$ cat config.mk
export PLATFORM = sky130hd
export DESIGN_NAME = operand_select_pipe
export DESIGN_NICKNAME = d
export VERILOG_FILES = /design/src/rtl/operand_select_pipe.sv
export SDC_FILE = /design/constraint.sdc
export NUM_CORES = 1
export LEC_CHECK = 0
export BUFFER_PORTS_ARGS = -buffer_cell sky130_fd_sc_hd__buf_2
export CORE_ASPECT_RATIO = 2
export CORE_MARGIN = 5
export CORE_UTILIZATION = 35
export DETAILED_ROUTE_END_ITERATION = 10
export HOLD_SLACK_MARGIN = 0.06
export PLACE_DENSITY = 0.65
export SYNTH_ARGS = -nofsm -noshare
export SYNTH_HDL_FRONTEND = slang
export SYNTH_SLANG_ARGS = --single-unit
$ cat constraint.sdc
create_clock -name clk -period 4.85 [get_ports clk]
set_clock_uncertainty 0.2 [all_clocks]
set_input_delay 0.97 -clock clk [delete_from_list [all_inputs] [get_ports clk]]
set_output_delay 0.97 -clock clk [all_outputs]
set_load 0.005 [all_outputs]
$ cat src/rtl/operand_select_pipe.sv
// -----------------------------------------------------------------------------
// operand_select_pipe
//
// Parametrised N-way operand selector with a registered, back-pressurable
// output stage. One of NUM_IN packed candidate operands is picked by in_sel
// and delivered on out_* one cycle after the input transfer. A two-entry
// buffer (main output register + one skid register) lets in_ready be a pure
// register, so there is no combinational path from out_ready to in_ready.
//
// Select codes at or above NUM_IN never forward stale data: the beat carries
// zero with out_sel_err set, and a saturating counter records each such
// accepted beat.
//
// Ports
//   clk          in   1             clock, all state on rising edge
//   rst_n        in   1             asynchronous reset, active-low
//   in_data      in   NUM_IN*WIDTH  operand i at [i*WIDTH +: WIDTH]
//   in_sel       in   SEL_W         index of operand to forward
//   in_valid     in   1             in_data/in_sel valid this cycle
//   in_ready     out  1             block can accept this cycle
//   out_data     out  WIDTH         selected operand
//   out_sel_err  out  1             out_data came from an out-of-range select
//   out_valid    out  1             out_data/out_sel_err valid
//   out_ready    in   1             consumer accepts this cycle
//   err_count    out  CNT_W         accepted out-of-range selects (saturating)
//   err_clr      in   1             synchronous clear of err_count
//
// Parameters
//   WIDTH   bits per operand
//   NUM_IN  number of candidate operands (2..16)
//   SEL_W   select width, 2**SEL_W >= NUM_IN
//   CNT_W   width of the saturating select-error counter
// -----------------------------------------------------------------------------
module operand_select_pipe #(
  parameter int WIDTH  = 64,
  parameter int NUM_IN = 5,
  parameter int SEL_W  = 3,
  parameter int CNT_W  = 8
) (
  input  logic                    clk,
  input  logic                    rst_n,
  input  logic [NUM_IN*WIDTH-1:0] in_data,
  input  logic [SEL_W-1:0]        in_sel,
  input  logic                    in_valid,
  output logic                    in_ready,
  output logic [WIDTH-1:0]        out_data,
  output logic                    out_sel_err,
  output logic                    out_valid,
  input  logic                    out_ready,
  output logic [CNT_W-1:0]        err_count,
  input  logic                    err_clr
);

  // Buffer occupancy. The encoding is {main_valid, skid_valid}.
  typedef enum logic [1:0] {
    EMPTY = 2'b00,
    ONE   = 2'b10,
    FULL  = 2'b11
  } occ_e;

  localparam logic [CNT_W-1:0] CNT_MAX = {CNT_W{1'b1}};

  occ_e             state;
  logic [WIDTH-1:0] main_data;
  logic             main_err;
  logic [WIDTH-1:0] skid_data;
  logic             skid_err;
  logic             ready_q;
  logic [CNT_W-1:0] cnt_q;

  logic [WIDTH-1:0] sel_data;
  logic             sel_err;
  logic             main_valid;
  logic             in_xfer;
  logic             out_xfer;

  // ---------------------------------------------------------------------------
  // Operand selection. Out-of-range codes fall through to the defaults,
  // which is exactly the zero-with-error result.
  // ---------------------------------------------------------------------------
  always_comb begin
    // NOTE: defaults assigned before the loop so every path drives both
    // outputs; without them this block would infer latches.
    sel_data = '0;
    sel_err  = 1'b1;
    for (int i = 0; i < NUM_IN; i++) begin
      if (in_sel == SEL_W'(i)) begin
        sel_data = in_data[i*WIDTH +: WIDTH];
        sel_err  = 1'b0;
      end
    end
  end

  assign main_valid = (state != EMPTY);
  assign in_xfer    = in_valid & ready_q;
  assign out_xfer   = main_valid & out_ready;

  // ---------------------------------------------------------------------------
  // Occupancy FSM with the main output register and the registered ready.
  // ready_q equals ~skid_valid once out of reset; it is held low during reset
  // so nothing is accepted before the first edge after release.
  // ---------------------------------------------------------------------------
  always_ff @(posedge clk or negedge rst_n) begin
    if (!rst_n) begin
      // NOTE: sequential state uses non-blocking assignments only, so every
      // register samples the pre-edge values of its neighbours.
      state     <= EMPTY;
      main_data <= '0;
      main_err  <= 1'b0;
      ready_q   <= 1'b0;
    end else begin
      ready_q <= (state != FULL);
      case (state)
        EMPTY: begin
          if (in_xfer) begin
            main_data <= sel_data;
            main_err  <= sel_err;
            state     <= ONE;
          end
        end
        ONE: begin
          if (in_xfer && out_xfer) begin
            // Drain and refill in the same cycle.
            main_data <= sel_data;
            main_err  <= sel_err;
          end else if (in_xfer) begin
            // Consumer stalled: new beat parks in the skid register.
            state   <= FULL;
            ready_q <= 1'b0;
          end else if (out_xfer) begin
            state <= EMPTY;
          end
        end
        FULL: begin
          // ready_q is low here, so no input transfer can coincide.
          if (out_xfer) begin
            main_data <= skid_data;
            main_err  <= skid_err;
            state     <= ONE;
            ready_q   <= 1'b1;
          end
        end
        default: begin
          state <= EMPTY;
        end
      endcase
    end
  end

  // ---------------------------------------------------------------------------
  // Skid register. Its contents are only ever read while state is FULL.
  // ---------------------------------------------------------------------------
  // NOTE: the skid data register has no reset; its contents are qualified by
  // the occupancy state, so resetting it would only add reset fan-out.
  always_ff @(posedge clk) begin
    if (state == ONE && in_xfer && !out_xfer) begin
      skid_data <= sel_data;
      skid_err  <= sel_err;
    end
  end

  // ---------------------------------------------------------------------------
  // Saturating select-error counter; clear wins over increment.
  // ---------------------------------------------------------------------------
  always_ff @(posedge clk or negedge rst_n) begin
    if (!rst_n) begin
      cnt_q <= '0;
    end else if (err_clr) begin
      cnt_q <= '0;
    end else if (in_xfer && sel_err && cnt_q != CNT_MAX) begin
      cnt_q <= cnt_q + 1'b1;
    end
  end

  assign in_ready    = ready_q;
  assign out_valid   = main_valid;
  assign out_data    = main_data;
  assign out_sel_err = main_err;
  assign err_count   = cnt_q;

endmodule

---- Yosys cells after proc, flatten, opt, wreduce, memory -nomap -nowiden ----
Cells that the tools add are included.
storage, ports and cells
  output and inout bits ................... 75
  input port bits ......................... 328
  register bits after elaboration ......... 141
operators by class
  bitwise gates (word level) .............. 2
  reductions and logical operators ........ 13
  equality and inequality tests ........... 13
  mux-type cells .......................... 30
  add/subtract/negate cells ............... 1
operators with widths
  kind                   number
  $mux W64               8
  $pmux W64 S3           1
  $mux W8                2
  $mux W1                11
  $mux W2                5
  $ne A2 B2 Y1 const B   5
  $add A8 B1 Y8 const B  1
  $ne A8 B8 Y1 const B   1
  $reduce_and A4 Y1      2
  $eq A3 B2 Y1 const B   2
  $pmux W2 S3            1
  $logic_and A1 B1 Y1    5
  $eq A2 B2 Y1 const B   2
  $reduce_bool A2 Y1     2
  $eq A3 B1 Y1 const B   1
  $eq A3 B3 Y1 const B   1
  $logic_not A3 Y1       1
  $ne A3 B3 Y1 const B   1
  $pmux W1 S3            1
  $reduce_bool A3 Y1     1
  $and A1 B1 Y1          2
  $logic_not A2 Y1       1
  $pmux W1 S2            1
  $logic_not A1 Y1       1

---- Longest topological paths before layout ----
Gate-level depths: netlist of run 1.
  depth in word-level cells ............... 10
  depth in mapped cells ................... 8

---- Least setup slack after synthesis of run 1 ----
OpenSTA, ideal clock, no wires.
  path type ............................... input to register
  from .................................... input port in_valid
  to ...................................... register skid_data[0] (enable)
  buffers on the path ..................... 0
  arrival ................................. 4257 ps
  stages .................................. 2
  required time ........................... 4141 ps
  setup time .............................. 509 ps
  slack ................................... -117 ps
  cells stage by stage .................... nand3_1 a21oi_1
on the way
  longest elaborated chain between the ends .. 3
ends and longest elaborated chain
  element                           line  text
  start, declared                   44    input logic in_valid,
  $and A1 B1 Y1                     95    assign in_xfer = in_valid & ready_q;
  $logic_and A1 B1 Y1 (2 in a row)  156   if (state == ONE && in_xfer && !out_xfer) begin
  end signal, assigned              157   skid_data <= sel_data;
  end, declared                     66    logic [WIDTH-1:0] skid_data;
No other way between the ends.
A chain may end at the register's enable or synchronous reset.

---- Worst setup path after layout of run 1 ----
  from .................................... register state[0]
  to ...................................... register main_err, in the netlist out_sel_err
on the way
  longest elaborated chain between the ends .. 5
  elaborated cells on any way between the ends .. 12
  classes of those cells .................. 5 x eq/ne; 1 x mux; 1 x bitwise; 5 x reduce/logical
ends and longest elaborated chain
  element                      line  text
  start, declared              63    occ_e state;
  start signal, assigned       107   state <= EMPTY;
  start signal, assigned       118   state <= ONE;
  start signal, assigned       128   state <= FULL;
  $reduce_bool A2 Y1           94    assign main_valid = (state != EMPTY);
  $and A1 B1 Y1                96    assign out_xfer = main_valid & out_ready;
  $logic_and A1 B1 Y1          122   if (in_xfer && out_xfer) begin
  $ne A2 B2 Y1 (no line)       --
  $reduce_and A4 Y1 (no line)  --
  end signal, assigned         117   main_err <= sel_err;
  end signal, assigned         125   main_err <= sel_err;
  end signal, assigned         138   main_err <= skid_err;
  end, declared                65    logic main_err;
Parallel ways exist; a longest one is shown, timed or not.

==> results.sh, run 1 <==
export IMPL_tns_ns=0
export IMPL_finalWorstSetupSlack_ns=1.67
export IMPL_num_io_pins=403
export IMPL_grtUsageTotal_pct=19.8
export IMPL_rr_startpoint="state[0]$_DFFE_PN0P_"
export IMPL_ff2ff_path_depth=7
export IMPL_firstDrtPassIters=5
export IMPL_final_area_sq_um=11600
export IMPL_crit_path_end_kind="flip-flop"
export IMPL_finalNonFillerCells=1570
export IMPL_hold_path_class="flip-flop to flip-flop"
export IMPL_yosysWarningCount=0
export IMPL_final_layout_size_suffix_gt1_share_pct=37.0
export IMPL_worstSetupStartpointType="flip-flop"
export IMPL_final_max_slew_viol_count=0
export IMPL_dp_hpwl_um=21800
export IMPL_grt_pass1_wl_um=44800
export IMPL_core_area_sq_um=25000
export IMPL_dp_slack_ns=1.38
export IMPL_rows=82
export IMPL_crit_required_ns=4.96
export IMPL_syn_area_per_cell_sq_um=10.3
export IMPL_final_util_pct=46.2
export IMPL_worst_ep_arrival_time_ns=3.29
export IMPL_wl_per_cell_um=18.6
export IMPL_gp_congestion=0.837
export IMPL_syn_to_final_growth_pct=31.1
export IMPL_cts_resized_gates=0
export IMPL_fmax_mhz=314
export IMPL_rrSetupSlack_ns=1.67
export IMPL_ys_async_sr_fraction_pct=53.9
export IMPL_cts_setup_buffers=0
export IMPL_cts_tree="yes"
export IMPL_synth_nets=1193
export IMPL_cp_slowest_cell="dfrtp_1"
export IMPL_numClockSinks=141
export IMPL_cts_root_buf="clkbuf_16"
export IMPL_clkTransAtPathRegs_ns=0.06
export IMPL_r2r_end="out_sel_err$_DFFE_PN0P_"
export IMPL_slowest_delay_ns=0.45
export IMPL_syn_cell_area_sq_um=8830
export IMPL_worstSetupPathDepth=7
export IMPL_synthFlopType="dfrtp_1"
export IMPL_finalHoldViolCount=0
export IMPL_p_per_area_nw_per_um2=448
export IMPL_vias_per_cell=5.18
export IMPL_antenna_left=0
export IMPL_hold_ws_ns=0.313
export IMPL_worstMarginPinSlew_ns=0.958
export IMPL_syn_inst=859
export IMPL_port_buffers=402
export IMPL_fin_crit_ns=3.18
export IMPL_status="finished clean"
export IMPL_antenna_found_initial=3
export IMPL_rsz0062_at_grt="no"
export IMPL_synth_edf_count=65
export IMPL_ys_types=46
export IMPL_fin_nets=1553
export IMPL_holdBufCountCts=0
export IMPL_ir_drop_uv=497
export IMPL_drc_errors=0
export IMPL_final_cell_mix="buf_2, mux2i_1, dfrtp_1, nor2_1, inv_1"
export IMPL_vias=8133
export IMPL_yosysSeqAreaShare_pct=43.7
export IMPL_cp_num_buf_inv=2
export IMPL_drtIter0Drc=441
export IMPL_placed_area_sq_um=11000
export IMPL_layout_commonest_cell="buf_2"
export IMPL_endpoint="out_sel_err$_DFFE_PN0P_"
export IMPL_dieWidth_um=122
export IMPL_setup_viol=0
export IMPL_crit_family="buffers and inverters"
export IMPL_relSlewSlack_pct=36.0
export IMPL_crit_start="state[0]$_DFFE_PN0P_"
export IMPL_gr_total_overflow=0
export IMPL_p_leak_nw=5.96
export IMPL_maxCapViolCount=0
export IMPL_cts_buffers=17
export IMPL_place_inst=1536
export IMPL_wirelength_um=29200
export IMPL_dieArea_sq_um=28700
export IMPL_die_y_um=235
export IMPL_start_util_pct=35.3
export IMPL_grt_max_degree=74
export IMPL_critPathKind="flip-flop to flip-flop"
export IMPL_p_total_mw=5.18
export IMPL_path_cells="ha_2 -> buf_4 -> nor2b_1 -> a211o_1 -> a21oi_4 -> buf_12 -> mux2_2"
export IMPL_htreeDepth=4
export IMPL_clockBufferDepth=2
export IMPL_grt_pass1_vias=8451
export IMPL_crit_fanout=65
export IMPL_fin_crit_sh_pct=65.6
export IMPL_ys_ff_latch=141
export IMPL_clock_latency_ns=0.43
==> Yosys cell counts, types with 2 or more instances <==
cell type / count / area share (%)
xnor2_1: 3 / 0.30
o21ai_0: 5 / 0.28
dfrtp_1: 76 / 22
buf_1: 12 / 0.51
buf_12: 5 / 1.1
mux2i_1: 193 / 22
buf_4: 6 / 0.51
and3_1: 2 / 0.14
o221ai_1: 63 / 6.3
nand3_1: 3 / 0.17
a21oi_1: 8 / 0.45
inv_1: 71 / 3.0
nand2_1: 66 / 2.8
mux2_2: 2 / 0.26
clkbuf_1: 23 / 0.98
o22ai_1: 63 / 4.5
a21o_1: 64 / 5.4
nor2_1: 71 / 3.0
edfxtp_1: 65 / 22
a211oi_1: 2 / 0.17
buf_2: 25 / 1.4
or2_2: 2 / 0.14
ha_1: 6 / 0.85
==> worst min path at each step <==
| stage | start | slack [ns] | cells past startpoint | end |
|---|---|---|---|---|
| final | out_data[56]$_DFFE_PN0P_ | 0.31 | 2 | out_data[56]$_DFFE_PN0P_ |
| after floorplan | out_sel_err$_DFFE_PN0P_ | 0.31 | 1 | out_sel_err$_DFFE_PN0P_ |
| after global placement | out_sel_err$_DFFE_PN0P_ | 0.29 | 1 | out_sel_err$_DFFE_PN0P_ |
| after global routing | out_data[29]$_DFFE_PN0P_ | 0.34 | 2 | out_data[29]$_DFFE_PN0P_ |
| after detailed placement | out_data[21]$_DFFE_PN0P_ | 0.31 | 2 | out_data[21]$_DFFE_PN0P_ |
| after CTS | out_data[56]$_DFFE_PN0P_ | 0.32 | 2 | out_data[56]$_DFFE_PN0P_ |
==> report_power, final <==
part / switching (mW) / internal, mW / leakage (nW) / total [mW]
clock network: 0.530 / 0.716 / 0.258 / 1.25
registers: 0.178 / 1.67 / 1.56 / 1.85
logic: 1.17 / 0.922 / 4.14 / 2.09
==> registers in the layout (all words and copies together) (netlist names) <==
register / cells
err_count: 8
in_ready: 1
out_data: 64
out_sel_err: 1
skid_data: 64
skid_err: 1
state: 2
==> logic make-up after synthesis <==
family	synth area share, %
buffers and inverters	7.70
adders and majority gates	0.850
xor gates and xnor gates	0.397
and+or+nand+nor	7.19
DFF	43.7
muxes	22.1
AOI/OAI and AO/OA	18.1
==> area by class of cell <==
class	instances	area, sq um
Antenna cell	2	5.00
Multi-Input combinational cell	575	4320
Timing Repair Buffer	413	2140
Clock inverter	14	120
Tap cell	336	420
Clock buffer	18	439
Inverter	71	267
Fill cell	2523	13500
Sequential cell	141	3850
==> routing by layer <==
metal | vias up | global-route usage, % | wire length (um)
met3 | 37 | 3.68 | 1710
li1 | 3880 | - | -
met4 | 2 | 7.21 | 641
met2 | 281 | 36.7 | 15800
met5 | - | 0 | 13
met1 | 3933 | 21.8 | 11000
==> tightest hold or removal path, cell delays in order, from the launching register on <==
cell and delay, ns:
dfrtp_1 0.37, inv_1 0.05, mux2i_1 0.05
No activity file was read; power rests on OpenSTA's default activity.
==> run 2, diff against run 1 <==
- ABC_AREA: not set -> 1
- PLACE_DENSITY: 0.65 -> 0.63
- clock period: 4.85 -> 3.1 ns (I/O delays scaled with it)
==> results.sh, run 2 <==
export IMPL_status="finished clean"
export IMPL_slowest_delay_ns=0.39
export IMPL_r2r_end="out_data[29]$_DFFE_PN0P_"
export IMPL_syn_cell_area_sq_um=8490
export IMPL_finalNonFillerCells=1895
export IMPL_setup_viol=0
export IMPL_final_area_sq_um=11300
export IMPL_rrSetupSlack_ns=0.56
export IMPL_maxCapViolCount=0
export IMPL_hold_path_class="flip-flop to flip-flop"
export IMPL_cts_tree="yes"
export IMPL_final_cell_mix="buf_2, nand2_1, nor2_1, nand3_1, inv_1"
export IMPL_placed_area_sq_um=10700
export IMPL_grt_max_degree=65
export IMPL_antenna_found_initial=0
export IMPL_die_y_um=230
export IMPL_yosysWarningCount=0
export IMPL_ys_top_cells_by_count="nand2_1, nor2_1, nand3_1, inv_1, dfrtp_1"
export IMPL_place_inst=1862
export IMPL_synth_nets=1560
export IMPL_finalHoldViolCount=0
export IMPL_rows=80
export IMPL_dieArea_sq_um=27700
export IMPL_cp_slowest_cell="dfrtp_1"
export IMPL_vias=9247
export IMPL_p_leak_nw=6.32
export IMPL_antenna_left=0
export IMPL_htreeDepth=4
export IMPL_p_total_mw=8.26
export IMPL_synth_most_common_cell="nand2_1"
export IMPL_rsz0062_at_grt="no"
export IMPL_wirelength_um=31400
export IMPL_fin_crit_ns=2.54
export IMPL_endpoint="out_data[29]$_DFFE_PN0P_"
export IMPL_crit_fanout=53
export IMPL_core_area_sq_um=23900
export IMPL_relSlewSlack_pct=47.5
export IMPL_vias_per_cell=4.88
export IMPL_numClockSinks=141
export IMPL_ys_ff_latch=141
export IMPL_yosysTopAreaCellShare_pct=23.0
export IMPL_finalWorstSetupSlack_ns=0.560
export IMPL_critPathKind="flip-flop to flip-flop"
export IMPL_final_layout_size_suffix_gt1_share_pct=29.0
export IMPL_drtIter0Drc=546
export IMPL_clock_latency_ns=0.42
export IMPL_gp_congestion=0.870
export IMPL_grtUsageTotal_pct=22.4
export IMPL_clkTransAtPathRegs_ns=0.06
export IMPL_cts_buffers=17
export IMPL_dp_slack_ns=0.507
export IMPL_grt_pass1_vias=9092
export IMPL_firstDrtPassIters=7
export IMPL_fmax_mhz=394
export IMPL_p_per_area_nw_per_um2=728
export IMPL_synth_top_area_cell="edfxtp_1"
export IMPL_worst_ep_arrival_time_ns=2.70
export IMPL_ff2ff_path_depth=12
export IMPL_crit_start="state[0]$_DFFE_PN0P_"
export IMPL_tns_ns=0
export IMPL_grt_pass1_wl_um=48600
export IMPL_final_util_pct=47.4
export IMPL_wl_per_cell_um=16.6
export IMPL_n_antenna_cell=0
export IMPL_clockBufferDepth=2
export IMPL_dp_hpwl_um=23500
export IMPL_crit_required_ns=3.26
export IMPL_cts_root_buf="clkbuf_16"
export IMPL_yosysSeqAreaShare_pct=45.4
export IMPL_port_buffers=402
export IMPL_final_max_slew_viol_count=0
export IMPL_ir_drop_uv=496
export IMPL_ys_types=27
export IMPL_gr_total_overflow=0
export IMPL_dieWidth_um=120
export IMPL_syn_to_final_growth_pct=33.5
export IMPL_rr_startpoint="state[0]$_DFFE_PN0P_"
export IMPL_path_cells="inv_1 -> ha_1 -> inv_1 -> nand2_1 -> nor2_1 -> nor2_1 -> nor2_1 -> clkinv_2 -> buf_12 -> nor2_1 -> o21ai_0 -> nand2_1"
export IMPL_cts_setup_buffers=0
export IMPL_worstMarginPinSlew_ns=0.787
export IMPL_syn_inst=1226
export IMPL_drc_errors=0
export IMPL_fin_crit_sh_pct=81.9
export IMPL_start_util_pct=35.5
export IMPL_synth_edf_count=65
export IMPL_ys_async_sr_fraction_pct=53.9
export IMPL_crit_path_end_kind="flip-flop"
export IMPL_hold_ws_ns=0.276
export IMPL_worstSetupStartpointType="flip-flop"
export IMPL_layout_commonest_cell="buf_2"
export IMPL_fin_nets=1929
export IMPL_synthFlopType="dfrtp_1"
export IMPL_num_io_pins=403
export IMPL_synth_area_leaders="edfxtp_1, dfrtp_1, nand2_1, nand3_1, nor2_1"
export IMPL_path_common_cell="nor2_1"
export IMPL_syn_area_per_cell_sq_um=6.93
==> run 2: cell count changes in the layout (fill, tap and decap cells not counted), moves of 4 or more <==
cell        previous run  this run
a21o_1                64         1
a21oi_1                7        18
buf_4                  9        18
clkinvlp_4             6         2
inv_1                 70        92
mux2i_1              193         0
nand2_1               66       351
nand3_1                3       201
nor2_1                71       266
o21ai_0                5        26
o21ai_1                0        27
o221ai_1              63         0
o22ai_1               63         1
==> run 2: area by class of cell <==
| type | count | area (sq um) |
|---|---|---|
| fill | 2486 | 12600 |
| inverter | 96 | 362 |
| tap | 287 | 359 |
| timing repair buffer | 425 | 2250 |
| multi-input combinational | 914 | 3910 |
| clock inverter | 9 | 78.8 |
| sequential | 141 | 3850 |
| clock buffer | 23 | 522 |
==> run 2: what timing repair did <==
action                     in CTS  in global routing
hold buffers                    1                  0
setup endpoints to repair       0                  0
gates resized for setup         0                  0
hold endpoints to repair       37                  0
==> run 2: how the worst min path moves through the flow <==
| stage | cells after the start | start | to |
|---|---|---|---|
| final | 2 | out_data[58]$_DFFE_PN0P_ | out_data[58]$_DFFE_PN0P_ |
| after CTS | 2 | out_data[53]$_DFFE_PN0P_ | out_data[53]$_DFFE_PN0P_ |
| after global routing | 2 | out_data[45]$_DFFE_PN0P_ | out_data[45]$_DFFE_PN0P_ |
| after detailed placement | 2 | out_data[45]$_DFFE_PN0P_ | out_data[45]$_DFFE_PN0P_ |
| after floorplan | 0 | rst_n | err_count[0]$_DFFE_PN0P_ |
| after global placement | 2 | out_data[62]$_DFFE_PN0P_ | out_data[62]$_DFFE_PN0P_ |
==> run 2: kinds of logic after synthesis <==
family	share of synthesized area [%]
adders and majority gates	0.884
buffers and inverters	8.74
xor gates and xnor gates	0.103
and+or+nand+nor	40.4
DFF	45.4
AOI/OAI and AO/OA	4.52
==> run 2: metal layers <==
| layer | part of all wire (%) | GRT usage, % | wire length [um] |
|---|---|---|---|
| met5 | 0 | 0 | 0 |
| met4 | 3.2 | 8.53 | 1010 |
| met3 | 6.3 | 3.91 | 1970 |
| met2 | 54 | 41.7 | 16800 |
| met1 | 37 | 25.0 | 11600 |
==> run 2: where the power goes <==
group	total [mW]	internal [mW]	switching (mW)
logic	3.31	1.22	2.09
registers	2.89	2.62	0.267
clock network	2.05	1.26	0.789
total	8.26	5.11	3.15
==> run 2: critical path, delay by kind of cell, from the launching register on <==
family	cells	cell delay (ns)
adder cells (fa/ha/maj)	1	0.22
flip-flops	1	0.39
AND/OR/NAND/NOR	6	0.65
AO/OA/AOI/OAI	1	0.08
buffers and inverters	4	0.89
==> run 3, diff against run 2 <==
- PLACE_DENSITY: 0.63 -> 0.66
- clock period: 3.1 -> 2.2 ns (I/O delays scaled with it)
==> results.sh, run 3 (synthesis gave the netlist of run 2 again) <==
export IMPL_firstDrtPassIters=5
export IMPL_finalWorstSetupSlack_ns=0.159
export IMPL_grt_pass1_wl_um=49100
export IMPL_grtUsageTotal_pct=22.5
export IMPL_dieArea_sq_um=27700
export IMPL_fin_crit_sh_pct=92.8
export IMPL_port_buffers=402
export IMPL_n_antenna_cell=0
export IMPL_syn_to_final_growth_pct=36.8
export IMPL_crit_fanout=46
export IMPL_worst_ep_arrival_time_ns=2.19
export IMPL_antenna_left=0
export IMPL_drc_errors=0
export IMPL_gp_congestion=0.928
export IMPL_multi_input_area_sq_um=3930
export IMPL_numClockSinks=141
export IMPL_finalHoldViolCount=0
export IMPL_final_util_pct=48.6
export IMPL_ir_drop_uv=888
export IMPL_relSlewSlack_pct=75.0
export IMPL_fin_nets=1943
export IMPL_wirelength_um=31700
export IMPL_core_area_sq_um=23900
export IMPL_critPathKind="flip-flop to flip-flop"
export IMPL_htreeDepth=4
export IMPL_clock_latency_ns=0.41
export IMPL_final_max_slew_viol_count=0
export IMPL_cts_tree="yes"
export IMPL_cts_root_buf="clkbuf_16"
export IMPL_cts_setup_buffers=0
export IMPL_layout_commonest_cell="buf_2"
export IMPL_placed_area_sq_um=11000
export IMPL_cts_buffers=17
export IMPL_num_io_pins=403
export IMPL_rows=80
export IMPL_worstMarginPinSlew_ns=0.375
export IMPL_final_layout_size_suffix_gt1_share_pct=30.1
export IMPL_register_area_sq_um=3850
export IMPL_crit_required_ns=2.35
export IMPL_start_util_pct=35.5
export IMPL_status="finished clean"
export IMPL_setup_viol=0
export IMPL_fmax_mhz=490
export IMPL_vias_per_cell=4.92
export IMPL_final_area_sq_um=11600
export IMPL_clkTransAtPathRegs_ns=0.06
export IMPL_num_fill_cells=2431
export IMPL_wl_per_cell_um=16.6
export IMPL_worstSetupStartpointType="flip-flop"
export IMPL_place_inst=1876
export IMPL_rrSetupSlack_ns=0.16
export IMPL_grt_max_degree=55
export IMPL_hold_path_class="primary input to flip-flop"
export IMPL_vias=9383
export IMPL_die_y_um=230
export IMPL_finalNonFillerCells=1909
export IMPL_maxCapViolCount=0
export IMPL_fin_crit_ns=2.04
export IMPL_drtIter0Drc=688
export IMPL_rsz0062_at_grt="no"
export IMPL_dp_slack_ns=0.0784
export IMPL_dieWidth_um=120
export IMPL_antenna_found_initial=3
export IMPL_clockBufferDepth=2
export IMPL_grt_pass1_vias=9421
export IMPL_p_per_area_nw_per_um2=1040
export IMPL_gr_total_overflow=0
export IMPL_final_cell_mix="buf_2, nand2_1, nor2_1, nand3_1, inv_1"
export IMPL_hold_ws_ns=0.131
export IMPL_crit_path_end_kind="flip-flop"
export IMPL_p_leak_nw=6.43
export IMPL_dp_hpwl_um=24000
[run 3: final timing paths]
check,cells after the start,from,end
setup / recovery,12,state[1]$_DFFE_PN0P_,out_data[34]$_DFFE_PN0P_
max in group asynchronous,3,rst_n,out_data[61]$_DFFE_PN0P_
hold / removal,3,out_ready,in_ready$_DFF_PN0_
hold reg to reg,2,out_data[7]$_DFFE_PN0P_,out_data[7]$_DFFE_PN0P_
setup reg to reg,12,state[1]$_DFFE_PN0P_,out_data[34]$_DFFE_PN0P_
min in group asynchronous,2,rst_n,err_count[2]$_DFFE_PN0P_
[run 3: layer usage]
metal	part of all wire (%)	vias to the layer above	routed length (um)	global-route usage, %
li1	-	4657	-	-
met1	38	4278	12000	25.9
met2	52	382	16500	40.6
met3	6.2	64	1960	3.44
met4	3.9	2	1250	10.3
met5	0.041	-	13	0
[run 3: area by class of cell]
cell class	instances	area share, %
Inverter	96	3.16
Tap cell	287	3.09
Timing Repair Buffer	439	21.2
Multi-Input combinational cell	914	33.8
Sequential cell	141	33.2
Clock buffer	20	3.93
Clock inverter	12	1.65
[run 3: report_power, final]
group | switching (mW) | leakage (nW) | internal [mW]
clock | 1.13 | 0.309 | 2.06
combinational | 3.00 | 4.55 | 1.83
sequential | 0.388 | 1.57 | 3.70
total | 4.51 | 6.43 | 7.59
[run 3: critical path: stages, from the launching register on]
cell and delay, ns:
dfrtp_1 0.39, inv_1 0.12, ha_4 0.18, inv_2 0.06, nand2_2 0.08, nor2_1 0.13, nor2_1 0.07, nor2_2 0.19
inv_4 0.07, buf_12 0.17, nor2_1 0.13, o21ai_1 0.08, nand2_1 0.08
[run 3: repair_timing]
item	4_1_cts	5_1_grt
hold buffers	1	0
gates resized for setup	0	1
hold endpoints to repair	40	0
setup endpoints to repair	0	45
[run 3: per-stage QoR]
| stage | setup TNS, ns | power, mW |
|---|---|---|
| floorplan | -9.90 | 6.91 |
| global placement | 0 | 8.90 |
| detailed placement | 0 | 9.01 |
| CTS | 0 | 12.2 |
| global route | 0 | 13.0 |
| finish | 0 | 12.1 |
